**config.mk**
```make
export PLATFORM = sky130hd
export DESIGN_NAME = pipeline_stall_ctrl
export DESIGN_NICKNAME = d
export VERILOG_FILES = /design/src/rtl/pipeline_ctrl_pkg.sv /design/src/rtl/sat_counter.sv /design/src/rtl/pipeline_stall_ctrl.sv
export SDC_FILE = /design/constraint.sdc
export NUM_CORES = 1
export LEC_CHECK = 0
export BUFFER_PORTS_ARGS = -buffer_cell sky130_fd_sc_hd__buf_2
export CAP_MARGIN = 20
export CELL_PAD_IN_SITES_DETAIL_PLACEMENT = 0
export CELL_PAD_IN_SITES_GLOBAL_PLACEMENT = 1
export CORE_UTILIZATION = 40
export CTS_CLUSTER_SIZE = 16
export DETAILED_ROUTE_END_ITERATION = 6
export PLACE_DENSITY = 0.85
export SLEW_MARGIN = 0
export SYNTH_ARGS = -nofsm -noshare
export SYNTH_HDL_FRONTEND = slang
export SYNTH_HIERARCHICAL = 1
export SYNTH_SLANG_ARGS = --single-unit
```
**constraint.sdc**
```tcl
create_clock -name clk -period 2.45 [get_ports clk]
set_clock_uncertainty 0.2 [all_clocks]
set_input_delay 0.1225 -clock clk [delete_from_list [all_inputs] [get_ports clk]]
set_output_delay 0.1225 -clock clk [all_outputs]
set_load 0.05 [all_outputs]
```
**src/rtl/pipeline_ctrl_pkg.sv**
```systemverilog
// Shared constants for the pipeline stall/flush sequencer: state encoding,
// wait counter width and the default memory timeout.
package pipeline_ctrl_pkg;

    localparam int STATE_W = 2;
    typedef logic [STATE_W-1:0] state_t;

    localparam state_t S_RUN      = 2'd0;
    localparam state_t S_MEM_WAIT = 2'd1;
    localparam state_t S_TRAP     = 2'd2;

    localparam int WAIT_W              = 8;
    localparam int MEM_TIMEOUT_DEFAULT = 16;

endpackage

```
**src/rtl/sat_counter.sv**
```systemverilog
// Saturating up-counter: increments on inc and sticks at all-ones.
module sat_counter #(
    parameter int W = 16
) (
    input  logic         clk,
    input  logic         rst,
    input  logic         inc,
    output logic [W-1:0] count
);

    logic [W-1:0] count_q, count_d;

    always_comb begin
        count_d = count_q;
        if (inc && (count_q != {W{1'b1}})) begin
            count_d = count_q + 1'b1;
        end
    end

    always_ff @(posedge clk or posedge rst) begin
        if (rst) begin
            count_q <= '0;
        end else begin
            count_q <= count_d;
        end
    end

    assign count = count_q;

endmodule

```
**src/rtl/pipeline_stall_ctrl.sv**
```systemverilog
// Stall/flush sequencer for the 5-stage pipeline: Mealy freeze/flush/bubble
// controls, a memory-wait FSM with timeout trap, and stall/flush counters.
module pipeline_stall_ctrl
    import pipeline_ctrl_pkg::*;
#(
    parameter int MEM_TIMEOUT = MEM_TIMEOUT_DEFAULT,
    parameter int CNT_W       = 16
) (
    input  logic             clk,
    input  logic             rst,
    input  logic             hazard_detected,
    input  logic             br_taken,
    input  logic             mem_req,
    input  logic             mem_ready,
    output logic             freeze_pc,
    output logic             freeze_if_id,
    output logic             bubble_id_exe,
    output logic             flush_if_id,
    output logic             freeze_back,
    output logic             mem_error,
    output logic [CNT_W-1:0] stall_cycles,
    output logic [CNT_W-1:0] flush_count
);

    localparam logic [WAIT_W-1:0] TIMEOUT = WAIT_W'(MEM_TIMEOUT);

    state_t              state_q, state_d;
    logic [WAIT_W-1:0]   wait_cnt_q, wait_cnt_d;
    logic                mem_error_q, mem_error_d;

    logic fpc_c, fifid_c, bub_c, flush_c, fback_c;

    always_comb begin
        state_d     = state_q;
        wait_cnt_d  = wait_cnt_q;
        mem_error_d = mem_error_q;
        fpc_c       = 1'b0;
        fifid_c     = 1'b0;
        bub_c       = 1'b0;
        flush_c     = 1'b0;
        fback_c     = 1'b0;

        case (state_q)
            S_RUN, S_MEM_WAIT: begin
                if (!mem_ready && (mem_req || state_q == S_MEM_WAIT)) begin
                    // Outstanding access: freeze everything, ignore EXE/ID requests.
                    fpc_c   = 1'b1;
                    fifid_c = 1'b1;
                    fback_c = 1'b1;
                    if (state_q == S_RUN) begin
                        state_d    = S_MEM_WAIT;
                        wait_cnt_d = 8'd1;
                    end else if (wait_cnt_q == TIMEOUT) begin
                        state_d     = S_TRAP;
                        mem_error_d = 1'b1;
                        wait_cnt_d  = '0;
                    end else begin
                        wait_cnt_d = wait_cnt_q + 1'b1;
                    end
                end else begin
                    state_d    = S_RUN;
                    wait_cnt_d = '0;
                    // A taken branch squashes the hazarding instruction, so it wins.
                    if (br_taken) begin
                        flush_c = 1'b1;
                        bub_c   = 1'b1;
                    end else if (hazard_detected) begin
                        fpc_c   = 1'b1;
                        fifid_c = 1'b1;
                        bub_c   = 1'b1;
                    end
                end
            end
            default: begin
                // TRAP and the unused encoding both hold the pipeline until reset.
                state_d     = S_TRAP;
                mem_error_d = 1'b1;
                fpc_c       = 1'b1;
                fifid_c     = 1'b1;
                fback_c     = 1'b1;
            end
        endcase
    end

    always_ff @(posedge clk or posedge rst) begin
        if (rst) begin
            state_q     <= S_RUN;
            wait_cnt_q  <= '0;
            mem_error_q <= 1'b0;
        end else begin
            state_q     <= state_d;
            wait_cnt_q  <= wait_cnt_d;
            mem_error_q <= mem_error_d;
        end
    end

    // Controls are combinational in the inputs, so gate them with rst directly.
    assign freeze_pc     = fpc_c   & ~rst;
    assign freeze_if_id  = fifid_c & ~rst;
    assign bubble_id_exe = bub_c   & ~rst;
    assign flush_if_id   = flush_c & ~rst;
    assign freeze_back   = fback_c & ~rst;
    assign mem_error     = mem_error_q;

    sat_counter #(.W(CNT_W)) u_stall_cnt (
        .clk   (clk),
        .rst   (rst),
        .inc   (freeze_pc),
        .count (stall_cycles)
    );

    sat_counter #(.W(CNT_W)) u_flush_cnt (
        .clk   (clk),
        .rst   (rst),
        .inc   (flush_if_id),
        .count (flush_count)
    );

endmodule

```
==> reports/metrics.csv <==
metric;value;unit
clk_path_buf_depth;2;
via_per_inst;5.15;
r2r_cells;9;
rsz0062_at_grt;true;
synth_fa_ha_area_frac;0.0221;
hold_viol;0;
yosysWarnings;6;
slew_headroom;0.597;
synth.distinct_cells;46;
root_buffer;clkbuf_8;
worstSetupStartpointType;input port;
required;2470;ps
via_count;1737;
holdWs;56.4;ps
drt-initial-drc-count;73;
drc_errors;0;
fmax;433;MHz
syn_nets;220;
die_w;77.2;um
tightest_slew;605;ps
htree_levels;2;
grt_max_degree;17;
place_area;2590;um2
boundaryPins;44;
die_h;77.2;um
grt_pass1_vias;1662;
period_share;0.943;
antenna_found_initial;0;
clkLatencyLatePin;290;ps
holdPathStages;4;
first_pass_iters;4;
muxShareOfSynthArea;0.0299;
start_util;0.413;
syn_area;2260;um2
path_max_fanout;7;
dieArea;5950;um2
synth_compound_area_frac;0.0714;
design_area;2710;um2
finalSetupViolCount;0;
wl;4430;um
synth-xor-area-share;0.105;
clk_pin_slew_worst_paths;80;ps
startpoint;mem_ready;
wl_per_cell;13.2;um
path_class;input port to flip-flop;
grt_pass1_wl;7660;um
synth_top_family_by_area;simple AND/OR/NAND/NOR gates;
cp.arrival;2330;ps
outcome;completed;
ys_ff_latch;43;
fin_crit;2310;ps
syn_inst;210;
cts_tree;done;
grt_overflow;0;
antenna_cells;0;
nets;274;
reg2reg_to;u_stall_cnt/count[13];
fp.coreArea;5470;um2
gp_congestion;0.752;
grt_usage;0.162;
areaGrowthSynthToFinish;19.7;%
endpoint;u_stall_cnt/count[13];
cts_buffers;5;
postSynthAreaPerCell;10.8;um2
hp-class;input port to flip-flop;
rr_startpoint;state_q[0];
ir_drop;0.630;mV
cts_sinks;43;
cp-end-kind;flip-flop;
total_power;0.00206;W
drv_slew;0;
yosys.area_share.simple;0.277;
ff2ff_setup_slack;190;ps
yosysSeqAreaShare;0.476;
maxCapViolCount;0;
final_layout_size_suffix_gt1_frac;0.283;
detail-route-antenna-nets;0;
port_buffers;43;
p_per_area;760;nW/um2
hpwl;3290;um
row_count;27;
p_leak;1.38;nW
==> registers in the layout (all words and copies together), names as in the netlist <==
| register | count |
|---|---|
| u_flush_cnt/count | 16 |
| state_q | 2 |
| u_stall_cnt/count | 16 |
| mem_error | 1 |
| wait_cnt_q | 8 |
==> cell type report <==
| type | instances | area [um2] |
|---|---|---|
| fillers | 540 | 2770 |
| multi-input cells | 158 | 1160 |
| flip-flops and latches | 43 | 1080 |
| repair buffers | 50 | 275 |
| well taps | 72 | 90.1 |
| clock buffers | 6 | 72.6 |
| inverters | 6 | 22.5 |
| clock inverters | 2 | 12.5 |
==> cells in the mapped netlist (all sizes together) <==
cell | instances | area (um2)
a21o | 1 | 7.51
a21oi | 8 | 51.3
a22o | 3 | 26.3
a31oi | 2 | 12.5
and2 | 3 | 18.8
and3 | 8 | 51.3
and4 | 7 | 62.6
and4bb | 2 | 25.0
buf | 2 | 15.0
clkbuf | 1 | 3.75
dfrtp | 43 | 1080
ha | 4 | 50.1
inv | 6 | 22.5
mux2 | 3 | 37.5
mux2i | 3 | 30.0
nand2 | 16 | 62.6
nand2b | 3 | 18.8
nand3 | 16 | 80.1
nand3b | 1 | 7.51
nand4 | 13 | 115
nor2 | 16 | 60.1
nor2b | 1 | 6.26
nor3 | 6 | 35.0
nor3b | 2 | 15.0
nor4 | 3 | 48.8
o2111ai | 1 | 8.76
o21a | 1 | 7.51
o21ai | 2 | 13.8
o21bai | 1 | 7.51
o31a | 1 | 10.0
o31ai | 1 | 7.51
o41ai | 1 | 8.76
or2b | 1 | 8.76
or3b | 1 | 11.3
xnor2 | 16 | 140
xor2 | 11 | 96.3
==> power breakdown <==
group	total (W)	switching, W	internal, W	leakage, nW
clock network	0.000440	0.000241	0.000199	0.0412
registers	0.000938	0.000138	0.000801	0.578
logic	0.000677	0.000491	0.000186	0.757
total	0.00206	0.000870	0.00119	1.38
==> metal layers <==
| layer | wire [um] | GRT usage |
|---|---|---|
| met5 | 0 | 0 |
| met4 | 65 | 0.0623 |
| met3 | 178 | 0.0393 |
| met2 | 2080 | 0.257 |
| met1 | 2110 | 0.212 |
==> cell families after synthesis <==
family,count (synthesis)
multiplexers,6
flip-flops,43
XOR/XNOR,27
AND/OR/NAND/NOR,99
adder cells (fa/ha/maj),4
AO/OA/AOI/OAI,22
buffers and inverters,9
==> what timing repair did <==
action                                 CTS  global route
hold buffers                             3             0
setup endpoints to repair                0             2
setup buffers                            0             0
resized for setup                        0             1
endpoints found under the hold margin   46             0
==> worst min-delay path by stage <==
stage	startpoint	to	slack, ps
finish	mem_req	state_q[0]	60
global route	mem_req	state_q[0]	80
floorplan	rst	mem_error	-220
global placement	rst	state_q[1]	9
CTS	mem_req	state_q[0]	50
detailed placement	rst	wait_cnt_q[6]	7
==> critical path, cell delays in order <==
cell,delay (ps)
dlygate4sd3_1,530
buf_2,150
nor2_1,170
nor2_1,70
buf_4,150
a21oi_4,180
and4_2,330
nand4_1,160
nor3_1,280
xor2_1,170
==> metrics by stage <==
stage / TNS [ps] / setup WS (ps) / cells / utilization
finish: 0 / 140 / 337 / 0.494
global route: -13.1 / -13.1 / 337 / 0.494
CTS: 0 / 122 / 337 / 0.494
detailed placement: 0 / 182 / 326 / 0.473
global placement: 0 / 306 / 326 / 0.473
floorplan: 0 / 12.2 / 210 / -
==> layout by cell type (no fill, tap or decap), drive strengths merged, types with 4 or more instances in the layout <==
master   n
and3     8
xor2    11
xnor2   16
nand2   16
ha       4
a21oi    8
dfrtp   43
nand4   13
nor2    16
buf     47
inv      6
and4     7
nand3   16
nor3     6
clkbuf   6
(Power assumes the default switching activity.)
